==> src/rtl/microwave_pkg.sv <==
`default_nettype none
// ============================================================================
//  Module      : microwave_pkg
//  Description : Shared types and constants for the microwave front-end
//                controller and the countdown timer it feeds. Holds the
//                controller state encoding, keypad digit width, entry
//                buffer depth and a BCD digit qualifier.
//  Ports       : none (package)
//  Revision    : 1.0 - initial release
// ============================================================================
package microwave_pkg;

  localparam int DIGIT_W    = 4;  // one BCD digit
  localparam int NUM_DIGITS = 3;  // M : S S
  localparam int BCD_MAX    = 9;

  // The encoding is visible on state_o, so the values are fixed.
  typedef enum logic [2:0] {
    IDLE  = 3'd0,
    ENTRY = 3'd1,
    LOAD  = 3'd2,
    COOK  = 3'd3,
    PAUSE = 3'd4,
    DONE  = 3'd5
  } state_t;

  // True when a keypad code is a legal decimal digit.
  function automatic logic is_bcd(input logic [DIGIT_W-1:0] d);
    return d <= DIGIT_W'(BCD_MAX);
  endfunction

endpackage
`default_nettype wire

==> src/rtl/btn_edge.sv <==
`default_nettype none
// ============================================================================
//  Module      : btn_edge
//  Description : Registered falling-edge detector for an active-low,
//                already debounced push button. Produces one registered
//                pulse per 1->0 transition; a held button does not repeat.
//  Ports       : clk      - system clock, rising edge
//                clrn     - asynchronous active-low reset
//                btn_n_i  - button level, active-low
//                press_o  - one-cycle press pulse (registered)
//  Revision    : 1.0 - initial release
// ============================================================================
module btn_edge (
  input  logic clk,
  input  logic clrn,
  input  logic btn_n_i,
  output logic press_o
);

  logic last_q;
  logic press_q;

  // last_q resets to 1 (released) so a button already held through reset
  // is reported once as soon as reset lifts.
  always_ff @(posedge clk or negedge clrn) begin
    if (!clrn) begin
      last_q  <= 1'b1;
      press_q <= 1'b0;
    end else begin
      last_q  <= btn_n_i;
      press_q <= last_q & ~btn_n_i;
    end
  end

  assign press_o = press_q;

endmodule
`default_nettype wire

==> src/rtl/microwave_ctrl.sv <==
`default_nettype none
// ============================================================================
//  Module      : microwave_ctrl
//  Description : Microwave front-end controller. Collects keypad digits into
//                a 3-digit M:SS buffer, streams them serially into the
//                countdown timer, gates timer enable and magnetron from the
//                start/stop buttons and door switch, and sounds a finite
//                done beep when the timer reaches zero. All outputs are
//                registered.
//  Ports       : clk, clrn               - clock, async active-low reset
//                key_valid, key_data     - keypad strobe and BCD digit
//                startn, stopn           - active-low button levels
//                door_closed, timer_zero - door switch, timer at 0:00
//                timer_clrn/loadn/en/data- timer control and serial load
//                mag_on, done_beep       - magnetron and buzzer drive
//                state_o                 - current FSM state
//  Revision    : 1.0 - initial release
// ============================================================================
module microwave_ctrl
  import microwave_pkg::*;
#(
  parameter int BEEP_CYCLES = 8,
  parameter int BEEP_W      = 4
) (
  input  logic               clk,
  input  logic               clrn,
  input  logic               key_valid,
  input  logic [DIGIT_W-1:0] key_data,
  input  logic               startn,
  input  logic               stopn,
  input  logic               door_closed,
  input  logic               timer_zero,
  output logic               timer_clrn,
  output logic               timer_loadn,
  output logic               timer_en,
  output logic [DIGIT_W-1:0] timer_data,
  output logic               mag_on,
  output logic               done_beep,
  output logic [2:0]         state_o
);

  logic start_press;
  logic stop_press;

  btn_edge u_start_edge (
    .clk     (clk),
    .clrn    (clrn),
    .btn_n_i (startn),
    .press_o (start_press)
  );

  btn_edge u_stop_edge (
    .clk     (clk),
    .clrn    (clrn),
    .btn_n_i (stopn),
    .press_o (stop_press)
  );

  state_t              state_q, state_d;
  logic [DIGIT_W-1:0]  mins_q, mins_d;
  logic [DIGIT_W-1:0]  tens_q, tens_d;
  logic [DIGIT_W-1:0]  ones_q, ones_d;
  logic [1:0]          load_cnt_q, load_cnt_d;
  logic                abort_q, abort_d;
  logic [BEEP_W-1:0]   beep_cnt_q, beep_cnt_d;

  logic                timer_clrn_q, timer_clrn_d;
  logic                timer_loadn_q, timer_loadn_d;
  logic                timer_en_q, timer_en_d;
  logic [DIGIT_W-1:0]  timer_data_q, timer_data_d;
  logic                mag_on_q, mag_on_d;
  logic                done_beep_q, done_beep_d;

  logic key_ok;
  logic buf_nz;
  logic do_clear;
  logic do_shift;
  logic buf_zero;

  assign key_ok = key_valid & is_bcd(key_data);
  assign buf_nz = (mins_q | tens_q | ones_q) != '0;

  // --------------------------------------------------------------------------
  // Next state and next-output decode
  // --------------------------------------------------------------------------
  always_comb begin
    state_d    = state_q;
    mins_d     = mins_q;
    tens_d     = tens_q;
    ones_d     = ones_q;
    load_cnt_d = load_cnt_q;
    abort_d    = abort_q;
    beep_cnt_d = beep_cnt_q;
    do_clear   = 1'b0;
    do_shift   = 1'b0;
    buf_zero   = 1'b0;

    unique case (state_q)
      IDLE: begin
        if (stop_press)  do_clear = 1'b1;
        else if (key_ok) do_shift = 1'b1;
      end

      ENTRY: begin
        if (stop_press) begin
          do_clear = 1'b1;
        end else if (start_press && door_closed && buf_nz) begin
          state_d    = LOAD;
          load_cnt_d = 2'd0;
          abort_d    = 1'b0;
        end else if (key_ok) begin
          do_shift = 1'b1;
        end
      end

      // The load always runs to completion so the timer never holds a
      // half-shifted value; a stop or door-open seen on the way only
      // changes where the sequence lands.
      LOAD: begin
        abort_d = abort_q | stop_press | ~door_closed;
        if (load_cnt_q == 2'(NUM_DIGITS - 1)) begin
          state_d = abort_d ? PAUSE : COOK;
        end else begin
          load_cnt_d = load_cnt_q + 2'd1;
        end
      end

      // timer_zero is tested first: reaching zero outranks a concurrent
      // stop or door-open.
      COOK: begin
        if (timer_zero) begin
          state_d    = DONE;
          beep_cnt_d = '0;
        end else if (stop_press || !door_closed) begin
          state_d = PAUSE;
        end
      end

      PAUSE: begin
        if (stop_press) begin
          do_clear = 1'b1;
        end else if (start_press && door_closed) begin
          state_d = COOK;
        end
      end

      DONE: begin
        if (stop_press || beep_cnt_q == BEEP_W'(BEEP_CYCLES - 1)) begin
          state_d  = IDLE;
          buf_zero = 1'b1;
        end else begin
          beep_cnt_d = beep_cnt_q + BEEP_W'(1);
        end
      end

      default: state_d = IDLE;
    endcase

    if (do_shift) begin
      mins_d  = tens_q;
      tens_d  = ones_q;
      ones_d  = key_data;
      state_d = ENTRY;
    end

    if (do_clear) begin
      state_d  = IDLE;
      buf_zero = 1'b1;
    end

    if (buf_zero) begin
      mins_d = '0;
      tens_d = '0;
      ones_d = '0;
    end

    // Outputs are decoded from the next state and registered with it, so
    // they line up with state_o and no input reaches an output unregistered.
    timer_clrn_d  = ~do_clear;
    timer_loadn_d = (state_d != LOAD);
    timer_en_d    = (state_d == COOK);
    mag_on_d      = (state_d == COOK);
    done_beep_d   = (state_d == DONE);
    timer_data_d  = '0;
    if (state_d == LOAD) begin
      unique case (load_cnt_d)
        2'd0:    timer_data_d = mins_q;
        2'd1:    timer_data_d = tens_q;
        default: timer_data_d = ones_q;
      endcase
    end
  end

  // --------------------------------------------------------------------------
  // State and output registers
  // --------------------------------------------------------------------------
  always_ff @(posedge clk or negedge clrn) begin
    if (!clrn) begin
      state_q       <= IDLE;
      mins_q        <= '0;
      tens_q        <= '0;
      ones_q        <= '0;
      load_cnt_q    <= 2'd0;
      abort_q       <= 1'b0;
      beep_cnt_q    <= '0;
      timer_clrn_q  <= 1'b1;
      timer_loadn_q <= 1'b1;
      timer_en_q    <= 1'b0;
      timer_data_q  <= '0;
      mag_on_q      <= 1'b0;
      done_beep_q   <= 1'b0;
    end else begin
      state_q       <= state_d;
      mins_q        <= mins_d;
      tens_q        <= tens_d;
      ones_q        <= ones_d;
      load_cnt_q    <= load_cnt_d;
      abort_q       <= abort_d;
      beep_cnt_q    <= beep_cnt_d;
      timer_clrn_q  <= timer_clrn_d;
      timer_loadn_q <= timer_loadn_d;
      timer_en_q    <= timer_en_d;
      timer_data_q  <= timer_data_d;
      mag_on_q      <= mag_on_d;
      done_beep_q   <= done_beep_d;
    end
  end

  assign timer_clrn  = timer_clrn_q;
  assign timer_loadn = timer_loadn_q;
  assign timer_en    = timer_en_q;
  assign timer_data  = timer_data_q;
  assign mag_on      = mag_on_q;
  assign done_beep   = done_beep_q;
  assign state_o     = state_q;

endmodule
`default_nettype wire
==> config.mk <==
export PLATFORM = sky130hd
export DESIGN_NAME = microwave_ctrl
export DESIGN_NICKNAME = d
export VERILOG_FILES = /design/src/rtl/microwave_pkg.sv /design/src/rtl/btn_edge.sv /design/src/rtl/microwave_ctrl.sv
export SDC_FILE = /design/constraint.sdc
export NUM_CORES = 1
export LEC_CHECK = 0
export BUFFER_PORTS_ARGS = -buffer_cell sky130_fd_sc_hd__buf_2
export CAP_MARGIN = 15
export CORE_ASPECT_RATIO = 0.7
export CORE_MARGIN = 2
export CORE_UTILIZATION = 60
export CTS_CLUSTER_DIAMETER = 200
export CTS_CLUSTER_SIZE = 28
export DETAILED_ROUTE_END_ITERATION = 8
export PLACE_DENSITY = 0.83
export REMOVE_ABC_BUFFERS = 1
export SLEW_MARGIN = 20
export SYNTH_ARGS = -nofsm -noshare
export SYNTH_HDL_FRONTEND = slang
export SYNTH_SLANG_ARGS = --single-unit
==> constraint.sdc <==
create_clock -name clk -period 4.64 [get_ports clk]
set_input_delay 0.928 -clock clk [delete_from_list [all_inputs] [get_ports clk]]
set_output_delay 0.928 -clock clk [all_outputs]
set_load 0.005 [all_outputs]
# After elaboration in Yosys (flattened, before gate mapping)
# Cells that the tools add are included.
# totals
input_bits,11
out_inout_bits,12
regBits,34
elab_cells,100
# op_classes
n_bitwise,11
n_reduce_logical,14
addsub,2
mux,40
magnitude_cmp,1
eq_ne,16
# op_table
op,count
$mux W4,9
$mux W3,11
$pmux W3 S6,1
$pmux W4 S2,2
$eq A3 B2 Y1 const B,4
$mux W1,11
$eq A3 B3 Y1 const B,3
$ne A2 B2 Y1 const B,4
$or A4 B4 Y4,2
$mux W2,3
$reduce_and A3 Y1,2
$reduce_bool A2 Y1,3
$add A4 B1 Y4 const B,1
$eq A4 B3 Y1 const B,1
$le A4 B4 Y1 const B,1
$not A1 Y1,4
$pmux W1 S2,2
$pmux W2 S2,1
$reduce_bool A4 Y1,1
$and A1 B1 Y1,3
$eq A3 B1 Y1 const B,1
$logic_not A3 Y1,1
$ne A3 B2 Y1 const B,1
$reduce_or A3 Y1,1
other kinds (8),11

# Longest topological paths before layout
# logic_depth
depth_word,11
ltp_mapped,7
mapped_depth_nobuf,6

# Hierarchy
# Synthesis repeated with hierarchy kept, for this count alone.
# hier_totals
hier_cells,149
area_unflattened_um2,1695.4
# modules_own_cells
module,instances,cells_per_inst,area_each_um2,seq_area_each_um2
microwave_ctrl,1,143,1565.3,753.2
btn_edge,2,3,65.1,51.3

# Worst setup path before layout
# No wires, ideal clock.
# synth_timing
path_type,input to register
start,in key_valid
end,reg ones_q[0]
n_path_buf,1
t_required_ps,4504
slack_ps,2603
arrival_ps,1901
cell_stages,5
setup_time_ps,136
path_cell_list,nor4b_1 > nand2_1 > a31oi_1 > clkbuf_1 > o21ai_0
# synth_between
elab_chain_len,6
elab_cells_between_ends,7
classes_between,mux: 5; bitwise: 1; reduce/logical: 1
# synth_rtl
element,line,rtl
"start, declared",microwave_ctrl.sv:27,"input logic key_valid,"
$and A1 B1 Y1 *,microwave_ctrl.sv:80,assign key_ok = key_valid & is_bcd(key_data);
$mux W1 *,"microwave_ctrl.sv:101, microwave_ctrl.sv:111",
$mux W1,microwave_ctrl.sv:107,end else if (start_press && door_closed && buf_nz) begin
$mux W1,microwave_ctrl.sv:105,if (stop_press) begin
$pmux W1 S2 *,microwave_ctrl.sv:98,unique case (state_q)
$reduce_bool A2 Y1 (no line) *,-,
"end signal, assigned",microwave_ctrl.sv:216,ones_q <= ones_d;
"end, declared",microwave_ctrl.sv:62,"logic [DIGIT_W-1:0] ones_q, ones_d;"
# Every way passes the cells marked *; elsewhere a longest branch is shown, timed or not.
# A chain may end at the register's enable or synchronous reset.

# Worst setup path after layout
# layout_timing
start,reg state_q[1] (netlist: state_o[1])
end,reg timer_data_q[0] (netlist: timer_data[0])
# layout_between
elab_chain_len,7
elab_cells_between_ends,26
classes_between,eq/ne: 7; mux: 16; reduce/logical: 3
# layout_rtl
element,line,rtl
"start, declared",microwave_ctrl.sv:59,"state_t state_q, state_d;"
"start signal, assigned",microwave_ctrl.sv:213,state_q <= state_d;
$mux W3 (on tied branches),"microwave_ctrl.sv:142, microwave_ctrl.sv:107, microwave_ctrl.sv:134",
$mux W3 (on tied branches),"microwave_ctrl.sv:140, microwave_ctrl.sv:105, microwave_ctrl.sv:131",
$pmux W3 S6,microwave_ctrl.sv:98,
$mux W3,microwave_ctrl.sv:159,if (do_shift) begin
$mux W3,microwave_ctrl.sv:166,if (do_clear) begin
$eq A3 B2 Y1,microwave_ctrl.sv:185,if (state_d == LOAD) begin
$mux W4 *,microwave_ctrl.sv:185,
net timer_data_d[0],microwave_ctrl.sv:70,"logic [DIGIT_W-1:0] timer_data_q, timer_data_d;"
"end signal, assigned",microwave_ctrl.sv:223,timer_data_q <= timer_data_d;
"end, declared",microwave_ctrl.sv:70,
# Mark *: on every way through the listed nets, which the timed path passes. The rest lies on a longest branch.

==> results.sh <==
export IMPL_fin_area_um2=1846
export IMPL_worstSetupStartpoint="state_o[1]$_DFF_PN0_"
export IMPL_ys_seq_area_share_pct=52.05
export IMPL_timing_rr_start="state_o[1]$_DFF_PN0_"
export IMPL_ys_warn_count=0
export IMPL_antenna_found_initial=0
export IMPL_worst_pin_slew_ps=810.9
export IMPL_via_per_inst=5.853
export IMPL_num_nets_final=203
export IMPL_path_class="flop to flop"
export IMPL_r2r_cells=5
export IMPL_synth_top_cells_by_count="dfrtp_1 (30), nand2_1 (28), inv_1 (14)"
export IMPL_yosys_most_used_dff="dfrtp_1"
export IMPL_yosys_register_bits=34
export IMPL_root_buffer="clkbuf_8"
export IMPL_intPower_uw=628.7
export IMPL_pre_cts_ws_ps=2263
export IMPL_ff2ff_setup_slack_ps=2270
export IMPL_ant_nets=0
export IMPL_post_drt_wl_per_cell_um=15.63
export IMPL_first_pass_iters=4
export IMPL_cp_arrival_ps=2500
export IMPL_crit_top_cell="mux2i_1"
export IMPL_post_dp_hpwl_um=2494
export IMPL_place_area_um2=1754
export IMPL_cpPeakStageDelay_ps=550
export IMPL_clock_sinks=34
export IMPL_yosysMostFrequentCell="dfrtp_1"
export IMPL_netlist_top_cells_area="dfrtp_1 (46%), dfstp_2 (6.4%), nand2_1 (6.4%)"
export IMPL_setup_viol=0
export IMPL_synth_largest_area_cell="dfrtp_1"
export IMPL_routed_wl_um=3502
export IMPL_cpMaxStageDelayCell="dfrtp_1"
export IMPL_cellPowerDensity_nw_per_um2=539.8
export IMPL_first_iter_violations=132
export IMPL_crit_buf_inv=0
export IMPL_crit_family="compound AO/OA/AOI/OAI gates"
export IMPL_grt_total_usage_pct=24.81
export IMPL_regToRegEndpoint="timer_data[0]$_DFF_PN0_"
export IMPL_port_buffers=22
export IMPL_p_seq_share_pct=46.0
export IMPL_h_tree_depth=2
export IMPL_syn_to_final_growth_pct=12.25
export IMPL_rows=15
export IMPL_power_uw=996.2
export IMPL_path_max_fanout=13
export IMPL_required_ps=4770
export IMPL_grt_pass1_vias=1161
export IMPL_rsz0062_at_grt="no"
export IMPL_peakVddDrop_v=0.0003693
export IMPL_grt_max_degree=35
export IMPL_min_period_over_period_pct=51.08
export IMPL_postCtsHoldBufs=0
export IMPL_synth_area_per_cell_um2=9.845
export IMPL_core_um2=2534
export IMPL_cts_setup_buffers=0
export IMPL_grt_pass1_wl_um=5388
export IMPL_pwr_share_clk_pct=22.1
export IMPL_overflow=0
export IMPL_switchingPower_uw=367.5
export IMPL_end_kind="flop"
export IMPL_clk_pin_slew_ps=60
export IMPL_layout_setup_ws_ps=2270
export IMPL_initial_core_util_pct=64.89
export IMPL_clock_latency_ps=280
export IMPL_crit_path_end="timer_data[0]$_DFF_PN0_"
export IMPL_sw_frac_of_total_pct=36.89
export IMPL_yosysUniqueCellTypes=42
export IMPL_synth_top_area_share_pct=45.66
export IMPL_cp_depth=5
export IMPL_syn_inst=167
export IMPL_p_leak_uw=0.0008876
export IMPL_synth_edf_count=0
export IMPL_relSlewSlack_pct=45.48
export IMPL_worstPathCellList="nor3b_2 -> mux2i_1 -> a21o_1 -> mux2i_1 -> a2111oi_1"
export IMPL_fin_util_pct=72.84
export IMPL_netlist_area_um2=1644
export IMPL_async_reset_ff_share_pct=100.0
export IMPL_num_antenna_cells=0
export IMPL_hold_violations=0
export IMPL_fin_skew_ps=2.326
export IMPL_drive_gt1_share_pct=20.53
export IMPL_max_cap_viol_count=0
export IMPL_fp_dieW_um=66.57
export IMPL_p_comb_share_pct=31.9
export IMPL_drc=0
export IMPL_status="completed"
export IMPL_hold_path_class="flop to flop"
export IMPL_max_freq_ghz=0.4219
export IMPL_gp_congestion=0.8990
export IMPL_io_pins=23
export IMPL_die_y_um=47.80
export IMPL_cp_start_kind="flop"
export IMPL_cts_resized=0
export IMPL_hp_start="u_start_edge.last_q$_DFF_PN1_"
export IMPL_cts_made_buffers=5
export IMPL_dieArea_um2=3181
export IMPL_cts_tree="done"
export IMPL_finalMaxSlewViolations=0
export IMPL_clockBufferDepth=2
export IMPL_vias=1311
export IMPL_fin_crit_ps=2370
export IMPL_tns_ps=0
[layer usage]
| metal | wire [µm] | global-route usage (%) |
|---|---|---|
| met4 | 59 | 11.84 |
| met1 | 1606 | 33.08 |
| met3 | 211 | 9.176 |
| met2 | 1624 | 36.80 |
| met5 | 0 | 0 |
[logic make-up after synthesis]
family	after synthesis	synth area share, %
XOR/XNOR	1	0.5328
buffers and inverters	22	6.240
AND/OR/NAND/NOR	60	18.57
adder cells (fa/ha/maj)	3	2.283
multiplexers	6	3.653
flip-flops	34	52.05
AO/OA/AOI/OAI	41	16.67
[how the worst min path moves through the flow]
stage	end	slack, ps	depth (start not counted)
floorplan	abort_q$_DFFE_PN0P_	470	2
global placement	u_start_edge.press_o$_DFF_PN0_	490	1
detailed placement	u_stop_edge.press_o$_DFF_PN0_	490	1
CTS	u_stop_edge.press_o$_DFF_PN0_	500	1
global route	u_stop_edge.press_o$_DFF_PN0_	520	1
finish	u_start_edge.press_o$_DFF_PN0_	500	1
[per-stage QoR]
| stage | hold WS, ps | instances |
|---|---|---|
| 3_5_place_dp | 492.3 | 216 |
| 3_3_place_gp | 491.8 | 216 |
| 6_report | 500.8 | 224 |
| 5_1_grt | 516.0 | 224 |
| 4_1_cts | 501.4 | 224 |
| 2_1_floorplan | 470.1 | 159 |
[state kept, by name, indices dropped and copies added (netlist names)]
name and count:
done_beep 1, abort_q 1, u_stop_edge.last_q 1, u_start_edge.last_q 1, u_start_edge.press_o 1, beep_cnt_q 4
mins_q 4, u_stop_edge.press_o 1, ones_q 4, load_cnt_q 2, timer_loadn 1, tens_q 4
mag_on 1, timer_data 4, timer_clrn 1, state_o 3
[layout by cell type (no fill, tap or decap), drive strengths merged, types with 2 or more instances in the layout]
cell and count:
nand2 28, nor2b 3, a31oi 3, nor4 3, a2111oi 4, ha 3, a211oi 2, and2 2
a21o 5, a21oi 4, nand3 2, dfrtp 30, o21ai 16, buf 23, nor2 8, mux2i 6
inv 14, nand3b 3, nor3 2, clkbuf 7, dfstp 4
[cell type report]
type | count | area (µm²)
sequential | 34 | 855.8
timing repair buffer | 23 | 117.6
fill | 200 | 688.2
clock buffer | 7 | 86.33
multi-input combinational | 111 | 685.7
clock inverter | 1 | 5.005
tap | 34 | 42.54
inverter | 14 | 52.55
[power groups by stage]
stage | clock network, µW | registers (µW) | logic (µW)
final | 220 | 459 | 318
after global routing | 241 | 470 | 351
after CTS | 223 | 456 | 319
after detailed placement | 0 | 461 | 316
after global placement | 0 | 457 | 292
after floorplan | 0 | 444 | 220
Power figures use the tool's default switching activity.
